### src/rtl/booth_pkg.sv
// Shared definitions for the radix-2 Booth multiplier controller:
// state encoding, iteration count, Booth pair codes and the output decode.
package booth_pkg;

  typedef enum logic [2:0] {
    S_IDLE  = 3'd0,
    S_LOAD  = 3'd1,
    S_CHECK = 3'd2,
    S_ADD   = 3'd3,
    S_SUB   = 3'd4,
    S_SHIFT = 3'd5,
    S_DONE  = 3'd6
  } state_e;

  localparam int BOOTH_ITER = 16;

  // {q0, q_minus1} codes that require an ALU operation; 00/11 shift only.
  localparam logic [1:0] PAIR_ADD = 2'b01;
  localparam logic [1:0] PAIR_SUB = 2'b10;

  typedef struct packed {
    logic ldm;
    logic ldq;
    logic clra;
    logic clr_q1;
    logic ldcnt;
    logic lda;
    logic addsub;
    logic shift;
    logic decr;
    logic ready;
    logic busy;
    logic done;
  } ctl_t;

  // Pure function of the state: every strobe is a Moore output.
  function automatic ctl_t ctl_decode(input state_e s);
    ctl_t c;
    c = '0;
    unique case (s)
      S_IDLE: c.ready = 1'b1;
      S_LOAD: begin
        c.ldm    = 1'b1;
        c.ldq    = 1'b1;
        c.clra   = 1'b1;
        c.clr_q1 = 1'b1;
        c.ldcnt  = 1'b1;
        c.busy   = 1'b1;
      end
      S_CHECK: c.busy = 1'b1;
      S_ADD: begin
        c.lda    = 1'b1;
        c.addsub = 1'b1;
        c.busy   = 1'b1;
      end
      S_SUB: begin
        c.lda  = 1'b1;
        c.busy = 1'b1;
      end
      S_SHIFT: begin
        c.shift = 1'b1;
        c.decr  = 1'b1;
        c.busy  = 1'b1;
      end
      S_DONE: begin
        c.done = 1'b1;
        c.busy = 1'b1;
      end
      default: c.ready = 1'b1;
    endcase
    return c;
  endfunction

endpackage

### src/rtl/booth_controller.sv
// Moore sequencer for the 16-bit radix-2 Booth multiplier datapath.
// Outputs are registered copies of the decode of the next state, so they
// depend only on the state register and have no path from any input.
// The internal shift counter cross-checks the datapath's eqz flag.
//
// state | meaning
// ------+------------------------------------------------------------
// IDLE  | ready for start
// LOAD  | load M, Q, count; clear A and history bit; clear cnt/err
// CHECK | exit test (eqz / cnt==ITER) and Booth pair decode
// ADD   | A <= A + M
// SUB   | A <= A - M
// SHIFT | arithmetic shift {A,Q,q_minus1}, decrement count, cnt+1
// DONE  | one-cycle done pulse, product valid
module booth_controller
  import booth_pkg::*;
#(
  parameter int ITER = BOOTH_ITER,
  parameter int CW   = 5            // 2**CW must exceed ITER
) (
  input  logic clk,
  input  logic rst_n,
  input  logic start,
  input  logic abort,
  input  logic eqz,
  input  logic q0,
  input  logic q_minus1,
  output logic ldM,
  output logic ldQ,
  output logic clrA,
  output logic clr_q1,
  output logic ldcnt,
  output logic clrQ,
  output logic ldA,
  output logic addsub,
  output logic shift,
  output logic decr,
  output logic ready,
  output logic busy,
  output logic done,
  output logic err
);

  localparam logic [CW-1:0] ITER_C = CW'(ITER);

  state_e        state_q, state_d;
  logic [CW-1:0] cnt_q, cnt_d;
  logic          err_q, err_d;
  ctl_t          ctl_q, ctl_d;
  logic          cnt_hit;

  assign cnt_hit = (cnt_q == ITER_C);

  // Next-state, shift counter and sticky error; abort freezes cnt and err.
  always_comb begin
    state_d = state_q;
    cnt_d   = cnt_q;
    err_d   = err_q;
    if (abort && (state_q != S_IDLE)) begin
      state_d = S_IDLE;
    end else begin
      unique case (state_q)
        S_IDLE: begin
          if (start) state_d = S_LOAD;
        end
        S_LOAD: begin
          cnt_d   = '0;
          err_d   = 1'b0;
          state_d = S_CHECK;
        end
        S_CHECK: begin
          if (eqz != cnt_hit) err_d = 1'b1;
          if (eqz || cnt_hit) begin
            state_d = S_DONE;
          end else begin
            unique case ({q0, q_minus1})
              PAIR_ADD: state_d = S_ADD;
              PAIR_SUB: state_d = S_SUB;
              default:  state_d = S_SHIFT;
            endcase
          end
        end
        S_ADD:   state_d = S_SHIFT;
        S_SUB:   state_d = S_SHIFT;
        S_SHIFT: begin
          cnt_d   = cnt_q + 1'b1;
          state_d = S_CHECK;
        end
        S_DONE:  state_d = S_IDLE;
        default: state_d = S_IDLE;
      endcase
    end
    ctl_d = ctl_decode(state_d);
  end

  // State, counter, error and registered output strobes.
  always_ff @(posedge clk or negedge rst_n) begin
    if (!rst_n) begin
      state_q <= S_IDLE;
      cnt_q   <= '0;
      err_q   <= 1'b0;
      ctl_q   <= ctl_decode(S_IDLE);
    end else begin
      state_q <= state_d;
      cnt_q   <= cnt_d;
      err_q   <= err_d;
      ctl_q   <= ctl_d;
    end
  end

  assign ldM    = ctl_q.ldm;
  assign ldQ    = ctl_q.ldq;
  assign clrA   = ctl_q.clra;
  assign clr_q1 = ctl_q.clr_q1;
  assign ldcnt  = ctl_q.ldcnt;
  assign clrQ   = 1'b0;
  assign ldA    = ctl_q.lda;
  assign addsub = ctl_q.addsub;
  assign shift  = ctl_q.shift;
  assign decr   = ctl_q.decr;
  assign ready  = ctl_q.ready;
  assign busy   = ctl_q.busy;
  assign done   = ctl_q.done;
  assign err    = err_q;

endmodule

### config.mk
export PLATFORM = sky130hd
export DESIGN_NAME = booth_controller
export DESIGN_NICKNAME = d
export VERILOG_FILES = /design/src/rtl/booth_pkg.sv /design/src/rtl/booth_controller.sv
export SDC_FILE = /design/constraint.sdc
export NUM_CORES = 1
export LEC_CHECK = 0
export CORE_MARGIN = 3
export CORE_UTILIZATION = 51
export DETAILED_ROUTE_END_ITERATION = 10
export GPL_ROUTABILITY_DRIVEN = 0
export GPL_TIMING_DRIVEN = 0
export HOLD_SLACK_MARGIN = 0.1
export PLACE_DENSITY_LB_ADDON = 0.15
export SLEW_MARGIN = 15
export SYNTH_ARGS = -nofsm -noshare
export SYNTH_HDL_FRONTEND = slang
export SYNTH_SLANG_ARGS = --single-unit
### constraint.sdc
create_clock -name clk -period 3.3 [get_ports clk]
set_input_delay 0.66 -clock clk [delete_from_list [all_inputs] [get_ports clk]]
set_output_delay 0.66 -clock clk [all_outputs]
set_load 0.02 [all_outputs]
# Word-level counts from Yosys, hierarchy flattened
# Cells that the tools add are included.
# W data, S select, Z words.
[op_classes]
shifts = 0
bitwise_logic = 1
n_eq_ne = 16
muxes = 15
add_sub_neg = 1
mul = 0
div_mod_pow = 0
n_reduce_logical = 12
order_cmp = 0
[op_table]
columns = ["cell", "n"]
rows = [
  ["$eq A3 B3 Y1 const B", 5],
  ["$eq A3 B2 Y1 const B", 4],
  ["$pmux W3 S4", 1],
  ["$pmux W5 S2", 1],
  ["$mux W3", 3],
  ["$eq A3 B1 Y1 const B", 2],
  ["$mux W1", 6],
  ["$pmux W3 S2", 1],
  ["$reduce_or A2 Y1", 3],
  ["$reduce_or A6 Y1", 1],
  ["$add A5 B1 Y5 const B", 1],
  ["$eq A5 B5 Y1 const B", 1],
  ["$mux W5", 1],
  ["$reduce_bool A2 Y1", 2],
  ["$logic_not A3 Y1", 1],
  ["$reduce_and A3 Y1", 1],
  ["$reduce_bool A3 Y1", 1],
  ["$eq A2 B1 Y1 const B", 1],
  ["$eq A2 B2 Y1 const B", 1],
  ["$mux W2", 1],
  ["$ne A2 B2 Y1 const B", 1],
  ["$pmux W1 S2", 1],
  ["$reduce_and A2 Y1", 1],
  ["$logic_and A1 B1 Y1", 1],
  ["3 further kinds", 3],
]
[totals]
reg_bits = 21
out_inout_bits = 14
ramBits = 0
latchBits = 0
input_bits = 7
memories = 0
rom_bits = 0
wordCells = 60

# Depth between registers and ports, before layout
[logic_depth]
ltp_word = 8
depth_mapped = 8
mapped_depth_nobuf = 8

# Worst setup path before layout
# No wires, ideal clock.
[synth_timing]
kind = "input-to-reg"
startpoint = "input eqz"
endpoint = "register ctl_q (netlist bit decr)"
cell_stages = 6
setup_time_ps = 111
setup_slack_ps = 1585
n_path_buf = 0
t_required_ps = 3189
t_arrival_ps = 1604
cell_sequence = "inv_1 > ha_1 > nor4bb_1 > nor3b_1 > a21oi_1 > a2111oi_2"
[synth_lines]
columns = ["element", "line", "text"]
rows = [
  ["from (decl)", "booth_controller.sv:25", "input logic eqz,"],
  ["to (signal assigned)", "booth_controller.sv:102", "ctl_q <= ctl_decode(S_IDLE);"],
  ["to (signal assigned)", "booth_controller.sv:107", "ctl_q <= ctl_d;"],
  ["to (decl)", "booth_controller.sv:49", "ctl_t ctl_q, ctl_d;"],
]

==> impl_results.md <==
- Status: finished, final reports clean
- GRT Total Usage: 17.9%
- Die Ht: 47.6 µm
- IO Count: 21
- Ant diodes: 0
- Top cells by area, synth: dfrtp_1 43%, buf_4 6.0%, ha_1 4.3%
- Mean post-synth cell area: 9.91 µm²
- # DRC: 0
- Yosys warning total: 0
- Drt initial violations: 15
- Core footprint: 1560 µm²
- Post-cts gate resize count: 0
- Clock sinks: 16
- Met2 WL post-DR: 829 µm
- Slowest stage cell on the critical path: clkdlybuf4s50_1
- Dpl hpwl: 1300 µm
- Clock Skew: 6.78 ps
- DRT met1 WL: 739 µm
- Pwr/cell area: 726 nW/µm²
- Unique masters post-synth: 35
- Core Util, Final: 71.1%
- Max Cap Viol: 0
- P_leak: 0.508 nW
- Hold Path Class: reg2reg
- Max Clk Rate: 485 MHz
- Worst vdd rail ir drop: 0.000484 V
- Root Driver: clkbuf_4
- Clk slew on worst S/H paths: 90 ps
- Unrepaired setup endpoints after global routing: no
- Setup TNS: 0 ps
- Setup-failing EPs final: 0
- CP Max Fanout: 5
- Synth-to-layout area growth: 25.7%
- H-tree depth: 1
- Clk_lat worst skew: 280 ps
- Post-synth top area share: 42.6%
- Top cells by count, synth: 15 x dfrtp_1, 8 x inv_1, 7 x buf_4, 7 x nand2_1
- Number of max-slew violations in the final report: 0
- Dominant synthesized flop cell: dfrtp_1
- Vias post-DR: 687
- Initial antenna violation count: 0
- Period utilization: 62.5%
- EDFF count, synth: 0
- Vias in the first global route: 673
- Die footprint: 2260 µm²
- Slew HR: 51.9%
- Share of cells above drive strength 1: 16.2%
- Nets: 122
- Initial Util: 56.6%
- Top cell type by total area after synthesis: dfrtp_1
- Flop2flop setup slack: 1350 ps
- Hold_buf cts: 0
- Die width: 47.6 µm
- Via density per instance: 5.41
- Synth async-reset ratio: 100%
- Clock Path Buffers: 2
- Seq cells post-synth: 16
- Drt wl/cell: 13.2 µm
- Worst Tran Pin Value: 720 ps
- PortBufs: 18
- Pre-antenna DRT Iters: 4
- Required time worst endpoint: 2640 ps
- Routed Antenna Nets: 0
- # fillers: 121
- Sequential share of the synthesized area: 45.5%
- Fin. Hold Viols: 0
- Count leader, synth: dfrtp_1
- Worst path cell trace: buf_4 > clkdlybuf4s50_1
- Final Routed Wirelength: 1680 µm
- Site row count: 14
- Net Count, Synth: 99
- Crit path largest cell delay: 590 ps
- Largest net degree at the start of global routing: 17
- Met3 wire len: 69 µm
- Syn Inst Count: 89
- Crit end category: output port
- CTS tree: built
- Synthesized cell area: 882 µm²
- Crit Path Category: reg2out
- Period minus WS final: 2060 ps
- GRT overflow: 0
- Clock buffers created by TritonCTS: 3
- Setup bufs post-CTS: 0
- Top Layer Used: met4
- Worst Setup Start Kind: flip-flop
- Worst path arrival time: 1400 ps
- Global-route wire length before repair: 2780 µm
[layout make-up]
| class | instances | area (µm²) | area share, % |
|---|---|---|---|
| clock buffer | 4 | 26.3 | 2.37 |
| buffer | 11 | 83.8 | 7.56 |
| sequential | 16 | 402 | 36.2 |
| tap | 16 | 20.0 | 1.81 |
| inverter | 8 | 30.0 | 2.71 |
| multi-input combinational | 54 | 367 | 33.1 |
| timing repair buffer | 18 | 180 | 16.3 |
[per-layer routing]
layer | track usage (%) | vias up
met5 | 0 | -
met2 | 31.6 | 13
met1 | 20.1 | 327
met3 | 4.89 | 4
li1 | - | 343
met4 | 8.06 | 0
[logic make-up after synthesis]
kind of cell,after synthesis,share of synthesized area [%]
DFF,16,45.5
and+or+nand+nor,28,18.3
other,1,0.425
buffers and inverters,19,12.9
AOI/OAI and AO/OA,21,17.4
muxes,1,1.13
adders and majority gates,3,4.26
[layout by cell type (no fill, tap or decap), drive strengths merged, types with 2 or more instances in the layout]
cell           count
clkdlybuf4s50     18
dfrtp             15
buf               11
inv                8
nand2              7
nor2               5
o21ai              5
a21oi              4
clkbuf             4
nand3              3
ha                 3
nor3               3
o31ai              3
nor3b              2
nor2b              2
a21o               2
or3b               2
[worst max-delay path, delay by kind of cell, from the launching register on]
kind     cells  cell delay, ps
buf+inv      2             720
flops        1             410
[registers in the layout (all words and copies together), names as in the netlist]
register	count
cnt_q	5
state_q	3
addsub	1
busy	1
clr_q1	1
decr	1
done	1
err	1
ldA	1
ready	1
[final timing paths]
| path | cells past startpoint | start | endpoint |
|---|---|---|---|
| min in group asynchronous | 1 | rst_n | cnt_q[0] |
| max in group asynchronous | 1 | rst_n | addsub |
| setup reg to reg | 8 | cnt_q[0] | decr |
| setup / recovery | 2 | clr_q1 | ldcnt |
| hold / removal | 1 | cnt_q[3] | cnt_q[3] |
| hold reg to reg | 1 | cnt_q[3] | cnt_q[3] |
[metrics by stage]
step	worst slack [ps]	hold slack, ps	power [W]	instances	cell area, µm²
finish	1240	525	0.000805	127	1110
global route	1130	537	0.000864	127	1110
CTS	1220	522	0.000814	127	1110
detailed placement	972	507	0.000708	123	1080
global placement	1000	495	0.000694	123	1080
floorplan	1580	364	0.000553	89	882
[power breakdown]
group	internal [W]	switching (W)	leakage (nW)
clock	0.0000469	0.0000588	0.0150
sequential	0.000251	0.0000314	0.210
combinational	0.000202	0.000215	0.283
Note: power is estimated with default switching activity, not from simulation.
==> RTL change 1 (same flow settings) <==
Register the output `ldcnt`, with the module's reset; this adds one clock of latency there. The other outputs are not delayed to match.
--- a/src/rtl/booth_controller.sv
+++ b/src/rtl/booth_controller.sv
@@ -44,2 +44,4 @@
   localparam logic [CW-1:0] ITER_C = CW'(ITER);
+
+  logic ldcnt_d;
 
@@ -114,3 +116,3 @@
   assign clr_q1 = ctl_q.clr_q1;
-  assign ldcnt  = ctl_q.ldcnt;
+  assign ldcnt_d = ctl_q.ldcnt;
   assign clrQ   = 1'b0;
@@ -125,2 +127,10 @@
 
+  always_ff @(posedge clk or negedge rst_n) begin
+    if (!rst_n) begin
+      ldcnt <= '0;
+    end else begin
+      ldcnt <= ldcnt_d;
+    end
+  end
+
 endmodule
Behaviour: not the same (a bounded check fails within 4 cycles, from zero or initial values and one cycle with rst_n low).
==> RTL change 1 against the unedited design <==
Area after synthesis is 3.1% higher. Cell area grew 4.4%. Wire length is essentially flat. Worst hold slack worse by 0.063 ns. Worst setup slack got worse by 0.0082 ns. Sequential cell count is 1 higher. Power grew 19%. Sequential power rose by 20%.
==> RTL change 1: results (changes against the unedited design) <==
- Result of the run: finished, final reports clean
- Clock transition time at the flip-flop clock pins of the worst setup and hold paths: roughly 0.10 ns
- Data arrival, critical path: around 1.4 ns
- Fraction of the yosys area taken by sequential cells: 46.9% (+1.4 points)
- Fraction of final layout cells with drive strength greater than 1: 16.2% (unchanged)
- Via total after detailed routing: 685 (-0.29%)
- Critical R2R Capture: ldA
- Post-Syn Area per Cell: 10.3 sq um (+4.3%)
- Critical path peak fanout: 1 (-4)
- Hold wc startpoint: clr_q1
- Most instantiated cells after synthesis: sky130_fd_sc_hd__dfrtp_1, sky130_fd_sc_hd__inv_1, sky130_fd_sc_hd__o21ai_0, sky130_fd_sc_hd__nor2_1
- Peak supply drop: 484 uV (about the same)
- Post-synth cell types: 33 (-5.7%)
- Half-perimeter wire length after detailed placement: 1.29 mm (-0.97%)
- Worst hold path cell count: 0 (-1)
- Port Buf Inserts: 19 (+1)
- Worst Hold End: ldcnt
- 1st-iter DRT viols: 12 (-3)
- WL final: 1.68 mm (about the same)
- Largest delay share family, worst path: buffers and inverters
- Maximum number of pins on one net before global-route repair: 18 (+1)
- Area after detailed placement: 1130 sq um (+4.4%)
- Top area cells in the synthesized netlist: sky130_fd_sc_hd__dfrtp_1, sky130_fd_sc_hd__buf_4, sky130_fd_sc_hd__ha_1, sky130_fd_sc_hd__o21ai_0, sky130_fd_sc_hd__inv_1
- Total routing usage reported by global routing: 16.8% (-1.2 points)
- Minimum setup slack among reg-to-reg paths: 1.39 ns (+0.04 ns)
- Vias in the first global route: 621 (-7.7%)
- Leakage: 0.537 nW (+5.8%)
- Fillcell total: 129 (+6.6%)
- Transition time of the tightest slew-check pin: 0.750 ns (+0.0305 ns)
- Number of placed cells counting well taps: 131 (+6.5%)
- Via-per-instance ratio: 5.07 (-6.2%)
## RTL change 1: metrics by stage
| step | utilization, % | worst slack (ns) | hold slack [ns] |
|---|---|---|---|
| after global placement | 70.9 | 1.02 | 0.432 |
| after global routing | 72.6 | 1.16 | 0.487 |
| after CTS | 72.6 | 1.21 | 0.461 |
| final | 72.6 | 1.23 | 0.461 |
| after detailed placement | 70.9 | 1.04 | 0.438 |
| after floorplan | - | 1.63 | 0.364 |
## RTL change 1: cell type report
type	instances	area (sq um)	area share [%]
Tap cell	24	30.0	2.59
Clock buffer	3	22.5	1.95
Multi-Input combinational cell	55	389	33.6
Buffer	7	60.1	5.19
Clock inverter	1	5.00	0.432
Sequential cell	17	427	36.9
Timing Repair Buffer	19	190	16.4
Inverter	9	33.8	2.92
## RTL change 1: logic make-up after synthesis
family,share of synthesized area [%]
buffers and inverters,10.3
muxes,1.10
adders and majority gates,4.13
DFF,46.9
AOI/OAI and AO/OA,14.9
and+or+nand+nor,22.3
other,0.412
## RTL change 1: power breakdown
part,internal (mW),switching (mW),total (mW)
clock,0.0450,0.0642,0.109
combinational,0.256,0.253,0.509
sequential,0.283,0.0547,0.337
## RTL change 1: per-layer routing
layer	share of wire, %	track usage [%]	vias to the layer above
li1	-	-	347
met4	0.84	8.06	0
met1	49	22.7	317
met3	4.8	2.21	2
met5	0	0	-
met2	46	26.3	19
## RTL change 1: worst max-delay path by stage
stage | depth (start not counted) | to | startpoint | slack, ns
after floorplan | 6 | ldA | eqz | 1.63
after CTS | 1 | ready | ready | 1.21
after global placement | 7 | ldA | eqz | 1.02
after global routing | 2 | clr_q1 | clr_q1 | 1.16
final | 1 | ready | ready | 1.23
after detailed placement | 7 | ldA | eqz | 1.04
==> RTL change 2 (same flow settings) <==
Without the edit above. The parameter `CW` goes from 5 to 10.
--- a/src/rtl/booth_controller.sv
+++ b/src/rtl/booth_controller.sv
@@ -18,3 +18,3 @@
   parameter int ITER = BOOTH_ITER,
-  parameter int CW   = 5            // 2**CW must exceed ITER
+  parameter int CW   = 10            // 2**CW must exceed ITER
 ) (
Check against the original RTL: no difference found for any inputs over 10 cycles, from zero or initial values and one cycle with rst_n low; that may be too few to reach the edited logic, so the function may still have changed.
==> RTL change 2 against the unedited design <==
Global-route usage rose by 1.5 points. Count of clock-buffer cells in the layout did not move. Area after synthesis rose by 31%. Worst hold slack improved by 0.017 ns. Sequential cell count rose by 5. Critical path depth rose by 5. Power rose by 15%. Largest cell class is now multi-input gates. Register-to-register slack got worse by 0.33 ns. Sequential power rose by 24%. Worst setup slack got worse by 0.22 ns. Wire length rose by 37%. Largest power group unchanged. Cell area rose by 26%. Maximum frequency fell by 9.6%.
==> RTL change 2: results (changes against the unedited design) <==
- Top area cells in the synthesized netlist: sky130_fd_sc_hd__dfrtp_1, sky130_fd_sc_hd__buf_4, sky130_fd_sc_hd__o21ai_0, sky130_fd_sc_hd__ha_1, sky130_fd_sc_hd__nand2_1
- Total power: 0.922 mW (+15%)
- Leakage: 0.624 nW (+23%)
- Worst slack after detailed placement: 1.08 ns (+0.108 ns)
- Transition time of the tightest slew-check pin: 0.896 ns (+0.176 ns)
- Fraction of final layout cells with drive strength greater than 1: 11.0% (-5.3 points)
- Half-perimeter wire length after detailed placement: 1.72 mm (+32%)
- Fillcell total: 171 (+41%)
- Minimum setup slack among reg-to-reg paths: 1.02 ns (-0.33 ns)
- Routed metal-1 wirelength: 1.05 mm (+42%)
- Launch point of the worst reg-to-reg path: cnt_q[6]
- WL final: 2.29 mm (+37%)
- Critical R2R Capture: ldA
- Worst-Skew Late Latency: 0.30 ns (+0.02 ns)
- Synthesized-area fraction occupied by ao, oa, aoi and oai cells: 18.7% (+1.2 points)
- Hold Worst Slack: 0.542 ns (+0.0172 ns)
- Number of nets produced by synthesis: 134 (+35%)
- Result of the run: finished, final reports clean
- Maximum number of pins on one net before global-route repair: 22 (+5)
- Worst Clk Skew: 0.00333 ns (-0.00345 ns)
- Largest registers in the final layout: cnt_q x10, state_q x3
- Share of synthesized cell area in full adder, half adder and majority cells: 3.24% (-1.0 points)
- First-pass GRT wire length: 4.09 mm (+47%)
- Clock transition time at the flip-flop clock pins of the worst setup and hold paths: 0.11 ns (+0.02 ns)
- Vias in the first global route: 934 (+39%)
RTL change 2: cell types whose count changed after synthesis, sizes merged, moves of 3 or more:
cell,unedited run,this run
a22o,1,4
dfrtp,15,20
clkbuf,0,3
nand2,7,10
nor2,5,9
o21ai,5,10
nor4,0,3
RTL change 2: metal layers:
metal,GRT usage [%],up-vias
met4,3.83,0
met5,0,-
li1,-,481
met1,25.0,475
met3,5.26,4
met2,32.7,36
RTL change 2: worst max-delay path, cell delays in order, from the launching register on:
cell and delay (ns):
sky130_fd_sc_hd__dfrtp_1 0.45, sky130_fd_sc_hd__nor4_1 0.34, sky130_fd_sc_hd__nand3b_1 0.11, sky130_fd_sc_hd__or4_1 0.44, sky130_fd_sc_hd__ha_1 0.26, sky130_fd_sc_hd__a21oi_1 0.20
sky130_fd_sc_hd__a31oi_1 0.18, sky130_fd_sc_hd__o21ai_0 0.22
RTL change 2: layout make-up:
class                      instances  area, sq um  area share, %
clock buffer                       4         26.3           1.88
inverter                           7         26.3           1.88
timing repair buffer              18          180           12.9
tap                               27         33.8           2.41
sequential                        21          527           37.6
buffer                            12         78.8           5.63
multi-input combinational         84          528           37.7
RTL change 2: worst max-delay path by stage:
stage               endpoint  slack [ns]  cells after the start  startpoint
floorplan                ldA        1.38                      7    cnt_q[6]
detailed placement       ldA        1.08                      7    cnt_q[6]
CTS                      ldA        1.04                      7    cnt_q[6]
finish                   ldA        1.02                      7    cnt_q[6]
global route        cnt_q[4]        0.82                      7    cnt_q[6]
global placement         ldA        1.09                      7    cnt_q[6]
RTL change 2: power groups by stage:
stage                     combinational [mW]  clock [mW]  sequential [mW]
after floorplan                        0.252           0            0.391
after global placement                 0.445           0            0.352
after detailed placement               0.454           0            0.355
after CTS                              0.454       0.125            0.350
after global routing                   0.502       0.134            0.357
final                                  0.453       0.120            0.350
